**src/rtl/accumulator_scheduler_if.sv**
```systemverilog
// Request lanes and drain stream of the accumulator scheduler.
// Valid/ready: a beat transfers at a rising edge where valid and ready are both high;
// valid never waits on ready, and a raised valid holds, with its payload stable, until the beat transfers.
interface accumulator_scheduler_if #(
    parameter int NUM_REQ = 4,
    parameter int RW      = 8,
    parameter int DW      = 16,
    parameter int EW      = 3
);
    logic [NUM_REQ-1:0]    req_valid;
    logic [NUM_REQ*RW-1:0] req_row;
    logic [NUM_REQ*DW-1:0] req_data;
    logic [NUM_REQ-1:0]    req_ready;
    logic                  drain_valid;
    logic [DW-1:0]         drain_data;
    logic [EW-1:0]         drain_entry;
    logic                  drain_ready;

    modport master (
        output req_valid, req_row, req_data, drain_ready,
        input  req_ready, drain_valid, drain_data, drain_entry
    );

    modport slave (
        input  req_valid, req_row, req_data, drain_ready,
        output req_ready, drain_valid, drain_data, drain_entry
    );
endinterface

```
**src/rtl/accumulator_scheduler.sv**
```systemverilog
// Round-robin write arbiter and tile sequencer (accumulate, drain, clear) for one accumulator buffer.
module accumulator_scheduler #(
    parameter int NUM_REQ                = 4,
    parameter int TILE_SIZE              = 256,
    parameter int BUFFER_WIDTH           = 8,
    parameter int SMALLEST_ELEMENT_WIDTH = 4,
    localparam int RW = $clog2(TILE_SIZE),
    localparam int DW = 4 * SMALLEST_ELEMENT_WIDTH,
    localparam int EW = $clog2(BUFFER_WIDTH)
) (
    input  logic                  clk,
    input  logic                  reset_n,
    input  logic                  tile_start,
    input  logic                  tile_end,
    input  logic [1:0]            bitwidth_in,
    accumulator_scheduler_if.slave bus,
    output logic [RW-1:0]         buffer_row_write,
    output logic [RW-1:0]         buffer_column_write,
    output logic [DW-1:0]         buffer_data_write,
    output logic                  buffer_write_enable,
    output logic [1:0]            bitwidth,
    output logic                  transfer,
    output logic [EW-1:0]         buffer_bank_entry,
    input  logic [DW-1:0]         buffer_data_read,
    output logic                  tile_done,
    output logic                  cfg_error,
    output logic                  busy,
    output logic [2:0]            state_dbg
);
    localparam int LW    = $clog2(NUM_REQ);
    localparam int TOTAL = BUFFER_WIDTH * SMALLEST_ELEMENT_WIDTH;

    typedef enum logic [2:0] {IDLE, ACCUM, FLUSH, DRAIN, CLEAR} state_t;

    state_t               state, state_next;
    logic [LW-1:0]        rr_ptr;
    logic [LW-1:0]        probe;
    logic [LW-1:0]        grant_idx;
    logic                 grant_any;
    logic [NUM_REQ-1:0]   grant;
    logic [EW-1:0]        entry;
    logic [31:0]          n_entries;
    logic                 entry_last;
    logic                 start_ok;
    logic                 start_bad;

    assign start_ok   = (state == IDLE) && tile_start && (bitwidth_in != 2'd3);
    assign start_bad  = (state == IDLE) && tile_start && (bitwidth_in == 2'd3);
    assign n_entries  = TOTAL >> (2 + bitwidth);
    assign entry_last = (32'(entry) == n_entries - 32'd1);

    // Search starts at rr_ptr; NUM_REQ is a power of two so the index wraps on its own.
    always_comb begin
        grant     = '0;
        grant_idx = '0;
        grant_any = 1'b0;
        probe     = '0;
        if (state == ACCUM && !tile_end) begin
            for (int k = 0; k < NUM_REQ; k++) begin
                probe = rr_ptr + k[LW-1:0];
                if (!grant_any && bus.req_valid[probe]) begin
                    grant_any = 1'b1;
                    grant_idx = probe;
                end
            end
        end
        if (grant_any) grant[grant_idx] = 1'b1;
    end

    always_ff @(posedge clk or negedge reset_n) begin
        if (!reset_n) state <= IDLE;
        else          state <= state_next;
    end

    always_comb begin
        state_next = state;
        case (state)
            IDLE:    if (start_ok) state_next = ACCUM;
            ACCUM:   if (tile_end) state_next = FLUSH;
            FLUSH:   state_next = DRAIN;
            DRAIN:   if (bus.drain_ready && entry_last) state_next = CLEAR;
            CLEAR:   state_next = IDLE;
            default: state_next = IDLE;
        endcase
    end

    always_ff @(posedge clk or negedge reset_n) begin
        if (!reset_n) begin
            rr_ptr              <= '0;
            buffer_row_write    <= '0;
            buffer_column_write <= '0;
            buffer_data_write   <= '0;
            buffer_write_enable <= 1'b0;
            bitwidth            <= 2'd0;
            entry               <= '0;
            cfg_error           <= 1'b0;
        end else begin
            buffer_write_enable <= grant_any;
            cfg_error           <= start_bad;
            if (grant_any) begin
                rr_ptr              <= grant_idx + LW'(1);
                buffer_row_write    <= bus.req_row[grant_idx*RW +: RW];
                buffer_data_write   <= bus.req_data[grant_idx*DW +: DW];
                buffer_column_write <= RW'(grant_idx);
            end
            if (start_ok) begin
                bitwidth <= bitwidth_in;
                entry    <= '0;
            end else if (state == DRAIN && bus.drain_ready) begin
                entry <= entry + EW'(1);
            end
        end
    end

    assign bus.req_ready   = grant;
    assign bus.drain_valid = (state == DRAIN);
    assign bus.drain_entry = entry;
    // Gated so the stream reads zero outside DRAIN, whatever the buffer presents.
    assign bus.drain_data  = (state == DRAIN) ? buffer_data_read : '0;
    assign buffer_bank_entry = entry;
    assign transfer  = (state == CLEAR);
    assign tile_done = (state == CLEAR);
    assign busy      = (state != IDLE);
    assign state_dbg = state;
endmodule

```
**src/flat_wrapper.sv**
```systemverilog
// flat-port wrapper written by rule: the top's interface ports become plain ports
module accumulator_scheduler_flat 
#(
    parameter int NUM_REQ                = 4,
    parameter int TILE_SIZE              = 256,
    parameter int BUFFER_WIDTH           = 8,
    parameter int SMALLEST_ELEMENT_WIDTH = 4,
    localparam int RW = $clog2(TILE_SIZE),
    localparam int DW = 4 * SMALLEST_ELEMENT_WIDTH,
    localparam int EW = $clog2(BUFFER_WIDTH)
)
  (clk, reset_n, tile_start, tile_end, bitwidth_in, buffer_row_write, buffer_column_write, buffer_data_write, buffer_write_enable, bitwidth, transfer, buffer_bank_entry, buffer_data_read, tile_done, cfg_error, busy, state_dbg, bus_req_valid, bus_req_row, bus_req_data, bus_drain_ready, bus_req_ready, bus_drain_valid, bus_drain_data, bus_drain_entry);
  accumulator_scheduler_if #(.NUM_REQ(NUM_REQ), .RW((8)), .DW((16)), .EW((3))) bus_i ();
  input  logic clk;
  input  logic reset_n;
  input  logic tile_start;
  input  logic tile_end;
  input  logic [1:0] bitwidth_in;
  output logic [RW-1:0] buffer_row_write;
  output logic [RW-1:0] buffer_column_write;
  output logic [DW-1:0] buffer_data_write;
  output logic buffer_write_enable;
  output logic [1:0] bitwidth;
  output logic transfer;
  output logic [EW-1:0] buffer_bank_entry;
  input  logic [DW-1:0] buffer_data_read;
  output logic tile_done;
  output logic cfg_error;
  output logic busy;
  output logic [2:0] state_dbg;
  input wire logic [$bits(bus_i.req_valid)-1:0] bus_req_valid;
  input wire logic [$bits(bus_i.req_row)-1:0] bus_req_row;
  input wire logic [$bits(bus_i.req_data)-1:0] bus_req_data;
  input wire logic [$bits(bus_i.drain_ready)-1:0] bus_drain_ready;
  output wire logic [$bits(bus_i.req_ready)-1:0] bus_req_ready;
  output wire logic [$bits(bus_i.drain_valid)-1:0] bus_drain_valid;
  output wire logic [$bits(bus_i.drain_data)-1:0] bus_drain_data;
  output wire logic [$bits(bus_i.drain_entry)-1:0] bus_drain_entry;
  assign bus_i.req_valid = bus_req_valid;
  assign bus_i.req_row = bus_req_row;
  assign bus_i.req_data = bus_req_data;
  assign bus_i.drain_ready = bus_drain_ready;
  assign bus_req_ready = bus_i.req_ready;
  assign bus_drain_valid = bus_i.drain_valid;
  assign bus_drain_data = bus_i.drain_data;
  assign bus_drain_entry = bus_i.drain_entry;
  accumulator_scheduler #(.NUM_REQ(NUM_REQ), .TILE_SIZE(TILE_SIZE), .BUFFER_WIDTH(BUFFER_WIDTH), .SMALLEST_ELEMENT_WIDTH(SMALLEST_ELEMENT_WIDTH)) u_core (.clk(clk), .reset_n(reset_n), .tile_start(tile_start), .tile_end(tile_end), .bitwidth_in(bitwidth_in), .bus(bus_i), .buffer_row_write(buffer_row_write), .buffer_column_write(buffer_column_write), .buffer_data_write(buffer_data_write), .buffer_write_enable(buffer_write_enable), .bitwidth(bitwidth), .transfer(transfer), .buffer_bank_entry(buffer_bank_entry), .buffer_data_read(buffer_data_read), .tile_done(tile_done), .cfg_error(cfg_error), .busy(busy), .state_dbg(state_dbg));
endmodule
```
**config.mk**
```make
export PLATFORM = sky130hd
export DESIGN_NAME = accumulator_scheduler_flat
export DESIGN_NICKNAME = d
export VERILOG_FILES = /design/src/rtl/accumulator_scheduler_if.sv /design/src/rtl/accumulator_scheduler.sv /design/src/flat_wrapper.sv
export SDC_FILE = /design/constraint.sdc
export NUM_CORES = 1
export LEC_CHECK = 0
export ABC_AREA = 1
export ABC_CLOCK_PERIOD_IN_PS = 1800
export CORE_MARGIN = 2
export CORE_UTILIZATION = 40
export CTS_CLUSTER_DIAMETER = 60
export DETAILED_ROUTE_END_ITERATION = 16
export DONT_BUFFER_PORTS = 1
export SYNTH_ARGS = -nofsm -noshare
export SYNTH_HDL_FRONTEND = slang
export SYNTH_SLANG_ARGS = --single-unit
```
**constraint.sdc**
```tcl
create_clock -name clk -period 1.8 [get_ports clk]
set_clock_uncertainty 0.05 [all_clocks]
set_input_delay 0.27 -clock clk [delete_from_list [all_inputs] [get_ports clk]]
set_output_delay 0.27 -clock clk [all_outputs]
set_load 0.01 [all_outputs]
```
After elaboration in Yosys (flattened, before gate mapping)
Cells that the tools add are included.

storage, ports and cells
  input port bits = 123
  register bits after elaboration = 38
  output and inout bits = 69

operators by class
  $add $sub $neg = 7
  shift-type cells = 3
  muxes and demuxes = 31
  eq/ne operators = 10
  magnitude comparators = 6
  reduce and logical (&&, ||, !) cells = 18

operators with widths
  operator                                                     count
  indexed part select 64 x 7 -> 16 bit                         1
  == test 3 x 32 -> 1 bit                                      1
  indexed part select 32 x 6 -> 8 bit                          1
  right shift 6 x 32 -> 32 bit (first input constant)          1
  subtractor 32 x 1 -> 32 bit (second input constant)          1
  two-way mux 16 bit                                           1
  less-than comparator 2 x 3 -> 1 bit (second input constant)  5
  two-way mux 3 bit                                            5
  two-way mux 1 bit                                            13
  one-hot mux 3 bit (4 select lines)                           1
  logical AND 1 bit                                            10
  two-way mux 2 bit                                            5
  binary-select mux 1 bit (select 2 bit)                       4
  == test 3 x 2 -> 1 bit (second input constant)               2
  adder 2 x 1 -> 2 bit (second input constant)                 2
  adder 2 bit (second input constant)                          2
  logical NOT 1 bit                                            4
  two-way mux 4 bit                                            1
  inequality test 2 x 1 -> 1 bit (second input constant)       2
  inequality test 2 bit (second input constant)                2
  adder 2 x 2 -> 3 bit (first input constant)                  1
  adder 3 x 1 -> 3 bit (second input constant)                 1
  == test 3 x 1 -> 1 bit (second input constant)               1
  == test 3 bit (second input constant)                        1
  other kinds (7)                                              7

Logic depth before layout (Yosys ltp)
  depth after elaboration = 21
  mapped depth = 16

Worst setup path after synthesis
No wires, ideal clock.

  path type = register -> output
  start point = reg u_core.state[1] (netlist: u_core.state_dbg[1])
  end point = out bus_drain_data[10]
  stages on the path, launching flop included = 6
  path slack = -177 ps
  arrival time = 1,657 ps
  required time = 1,480 ps
  path through = dfrtp_1 > inv_1 > nor3_1 > clkinv_1 > clkbuf_1 > nor2_1

on the way
  word-level cells in the longest chain between the ends = 2

ends and longest elaborated chain
  element                 line                          text
  from (decl)             accumulator_scheduler.sv:35   state_t state, state_next;
  from (signal assigned)  accumulator_scheduler.sv:72   else state <= state_next;
  == test 3 x 2 -> 1 bit  n/a
  via bus_drain_valid     flat_wrapper.sv:36            output wire logic [$bits(bus_i.drain_valid)-1:0] bus_drain_valid;
  two-way mux 16 bit      accumulator_scheduler.sv:119  assign bus.drain_data = (state == DRAIN) ? buffer_data_read : '0;
  to (decl)               flat_wrapper.sv:37            output wire logic [$bits(bus_i.drain_data)-1:0] bus_drain_data;

The timed path passes the listed nets, and every way through them passes these cells.

Worst setup path in the final report
  start point = reg u_core.rr_ptr[0]
  end point = out bus_req_ready[0]

on the way
  word-level cells in the longest chain between the ends = 21
  elaborated cells on any way between the ends = 36
  those cells by class = add/sub (3); order compare (2); mux (24); reduce/logical (7)

ends and longest elaborated chain
  element                                                                                                    line                          text
  from (decl)                                                                                                accumulator_scheduler.sv:36   logic [LW-1:0] rr_ptr;
  from (signal assigned)                                                                                     accumulator_scheduler.sv:101  rr_ptr <= grant_idx + LW'(1);
  binary-select mux 1 bit (select 2 bit)                                                                     accumulator_scheduler.sv:61   if (!grant_any && bus.req_valid[probe]) begin
  two-way mux 1 bit (implied by the code)                                                                    accumulator_scheduler.sv:61
  two-way mux 1 bit                                                                                          accumulator_scheduler.sv:61
  two-way mux 1 bit                                                                                          accumulator_scheduler.sv:58   if (state == ACCUM && !tile_end) begin
  logical NOT 1 bit                                                                                          accumulator_scheduler.sv:61
  logical AND 1 bit                                                                                          accumulator_scheduler.sv:61
  two-way mux 1 bit                                                                                          accumulator_scheduler.sv:61
  two-way mux 1 bit                                                                                          accumulator_scheduler.sv:58
  [5 not listed]                                                                                             n/a
  logical AND 1 bit                                                                                          accumulator_scheduler.sv:61
  two-way mux 2 bit                                                                                          accumulator_scheduler.sv:61
  two-way mux 2 bit                                                                                          accumulator_scheduler.sv:58
  less-than comparator 2 x 3 -> 1 bit (implied by the code) or >= comparator 2 x 1 -> 1 bit (tied branches)  accumulator_scheduler.sv:67   if (grant_any) grant[grant_idx] = 1'b1;
  logical AND 1 bit (implied by the code)                                                                    accumulator_scheduler.sv:67
  two-way mux 1 bit (implied by the code)                                                                    accumulator_scheduler.sv:67
  demux 1 bit (select 2 bit)                                                                                 n/a
  two-way mux 4 bit (*)                                                                                      accumulator_scheduler.sv:67
  to (decl)                                                                                                  flat_wrapper.sv:35            output wire logic [$bits(bus_i.req_ready)-1:0] bus_req_ready;

Mark *: on every way between the ends. The rest lies on a longest branch, timed or not. The select of a mux whose other input is x is not followed.

==> results.cfg <==
[final_layout]
most_common_library_cell_in_the_layout_ignoring_fill_and_taps = sky130_fd_sc_hd__nand2_1
multi_input_comb_area_um2 = 2240
antenna_diode_count = 0
mostFrequentLayoutCells = sky130_fd_sc_hd__nand2_1 (158), sky130_fd_sc_hd__inv_1 (127), sky130_fd_sc_hd__nand4_1 (49)
register_area_um2 = 953
num-nets-final = 762
fillCellCount = 741
finish.cell_count_without_fillers = 742
drive_above_1_share_pct = 33.1
flow.area_growth_from_synthesis_pct = 43.9

[timing]
min_period_ps = 2330
rsz_0062_raised_after_global_routing = yes
fmax_mhz = 429
finalSetupViolations = 36
post-route-period-util_pct = 130
timing_max_transition_violations_final = 0
timing.final.hold_violations = 0
fin_ws_ps = -533

[run_status]
violations = setup timing
status = finished with violations

[cts]
clk_transition_reported_paths_ps = 70
htree_levels = 2
cts_made_buffers = 5
clock_latency_on_the_worst_skew_pair_ps = 290
clock_tree_from_tritoncts = done
clk_root_buffer_cell = sky130_fd_sc_hd__clkbuf_8
bufs_on_longest_clock_path = 2
clock-sinks = 38

[routing]
drc = 0
drt_first_pass_iters = 4
routed_via_density = 5.21
routedWlPerCell_um = 15.8
detailroute.via_count = 3867
detail_route.wirelength_mm = 11.7
detail_route.iter0.violations = 145
post_route_antenna_net_violation_count = 0

[power]
sw_frac_of_total_pct = 49.9
comb_power_share_pct = 71.2
power.clock.fraction_pct = 8.7
power.ir.vdd_worst_mv = 0.932
cell_internal_pwr_mw = 4.40
power.switching_mw = 4.38
leakagePower_nw = 2.78
cellPowerDensity_nw_per_um2 = 1780
seqPwrFrac_pct = 20.1

[critical_path]
cp.required_ps = 1480
r2r_path_start = u_core.rr_ptr[1]
timing_worst_setup_path_type = reg2out
worst-path-max-fanout = 8
crit_path_cell_trace = inv_4 -> nand2_1 -> nand2_2 -> nand2_1 -> nand2_2 -> nor2_1 -> nor2_2 -> nand2_8 -> nand3_4 -> buf_4 -> nand2_4 -> nor2_4
crit_path_start_kind = flop
timing.critical_path.to = bus_req_ready[0]
rrSetupSlack_ps = -460
startpoint = u_core.rr_ptr[0]
crit_path_max_incr_delay_ps = 470
reg2reg_to = u_core.buffer_data_write[8]
crit_slowest_cell = sky130_fd_sc_hd__dfrtp_2
critPathArrivalTime_ps = 2010
r2r_cells = 19
worstSetupEndpointType = output pin

[grt]
grt_pass1_wl_mm = 18.1
grt_max_degree = 39
vias_in_the_first_global_route = 3691
track_usage_pct = 23.3
grt_antenna_before_repair = 0
overflow_left_after_global_routing = 0

[logic_synthesis]
synth.top_cells.by_area = sky130_fd_sc_hd__dfrtp_1 (28%), sky130_fd_sc_hd__nand2_1 (22%), sky130_fd_sc_hd__inv_1 (14%)
postSynthRegisterBits = 38
postSynthAreaPerCell_um2 = 5.89
ys_types = 30
yosysWarnings = 0
post-synth-top-area-fraction_pct = 27.7
synth.cell_area_um2 = 3440
synthCells = 583
ys_seq_area_share_pct = 27.7
netlist.top_cell.by_area = sky130_fd_sc_hd__dfrtp_1

[placed_design]
post-dp-hpwl_mm = 7.67
numPlacedInstances = 697
gp_routability_congestion = 0.842
pre_cts_ws_ps = -257
io_port_bufs = 0

[floorplan]
dieHeight_um = 96.7
design.die.area_um2 = 9350
initial_core_util_pct = 41.6
io_pins = 192
fp-row-count = 33
fp.coreArea_um2 = 8260
die_wd_um = 96.7

[worst_hold_path]
timing.hold.worst.start = bitwidth_in[1]
timing.hold.worst.class = in2reg

[run]
drv.max_cap_violation_count = 0
-- timing repair --
action | 4_1_cts | 5_1_grt
buffers inserted | 18 | 14
pin swaps | 67 | 23
hold buffers | 2 | 0
endpoints found under the hold margin | 38 | 0
setup endpoints to repair | 44 | 51
cloned | 5 | 3
gates resized for setup | 123 | 57
-- Yosys cell counts, drive strengths merged --
cell type and n:
dfrtp 38, inv 136, ha 2, nand2 206
o21ai 8, nand3 60, clkbuf 9, o211ai 2
o21a 1, buf 31, nor3 2, a21oi 3
clkinv 1, nand4 49, o22ai 1, nor2 33
conb 1
-- power by group through the flow --
stage / logic, mW / clock network [mW] / registers [mW]
after floorplan: 3.13 / 0 / 1.69
after global placement: 4.22 / 0 / 1.77
final: 6.25 / 0.764 / 1.77
after global routing: 6.76 / 0.823 / 1.83
after CTS: 5.45 / 0.793 / 1.77
after detailed placement: 4.30 / 0 / 1.77
-- state kept, by name, indices dropped and copies added (netlist names) --
register / count
u_core.buffer_data_write: 16
u_core.buffer_row_write: 8
u_core.buffer_bank_entry: 3
u_core.state_dbg: 3
u_core.bitwidth: 2
u_core.buffer_column_write: 2
u_core.rr_ptr: 2
u_core.buffer_write_enable: 1
u_core.cfg_error: 1
-- cell families after synthesis --
logic type / Yosys count / share of synthesized area, %
flip-flops: 38 / 27.7
AO/OA/AOI/OAI: 15 / 2.66
AND/OR/NAND/NOR: 350 / 46.0
other: 1 / 0.109
buffers and inverters: 177 / 22.9
adder cells (fa/ha/maj): 2 / 0.728
-- per-stage QoR --
stage / hold slack (ps) / TNS [ps] / utilization [%] / instance area, um^2 / power, mW
final: 46.5 / -13400 / 59.9 / 4940 / 8.78
after global routing: 49.5 / -18090 / 59.9 / 4940 / 9.42
after CTS: 36.5 / -11230 / 55.8 / 4610 / 8.02
after detailed placement: -74.1 / -5720 / 45.4 / 3750 / 6.07
after global placement: -73.8 / -4120 / 45.4 / 3750 / 5.99
after floorplan: -75.6 / -231 / - / 3490 / 4.82
-- worst max-delay path: cells and delay by family, from the launching register on --
| family | cells | cell delay, ps |
|---|---|---|
| flops | 1 | 470 |
| buf+inv | 2 | 260 |
| simple gates | 10 | 990 |
-- cell type report --
type	count	area share, %
timing repair buffer	82	19.7
multi-input combinational	373	45.4
clock buffer	6	1.67
inverter	137	10.7
tap	105	2.66
sequential	38	19.3
clock inverter	1	0.607
-- per-layer routing --
metal	global-route usage [%]	share of wire (%)	vias to the layer above
li1	-	-	1863
met1	29.4	42	1831
met2	41.0	51	155
met3	4.84	5.5	18
met4	5.20	1.6	0
met5	0	0	-
-- how the worst min path moves through the flow --
stage,to,slack [ps],cells after the start
after floorplan,u_core.bitwidth[0],-80,0
after global placement,u_core.buffer_data_write[1],-70,0
after detailed placement,u_core.buffer_column_write[0],-70,0
after CTS,u_core.bitwidth[1],40,2
after global routing,u_core.bitwidth[1],50,2
final,u_core.bitwidth[1],50,2
Power figures use the tool's default switching activity.
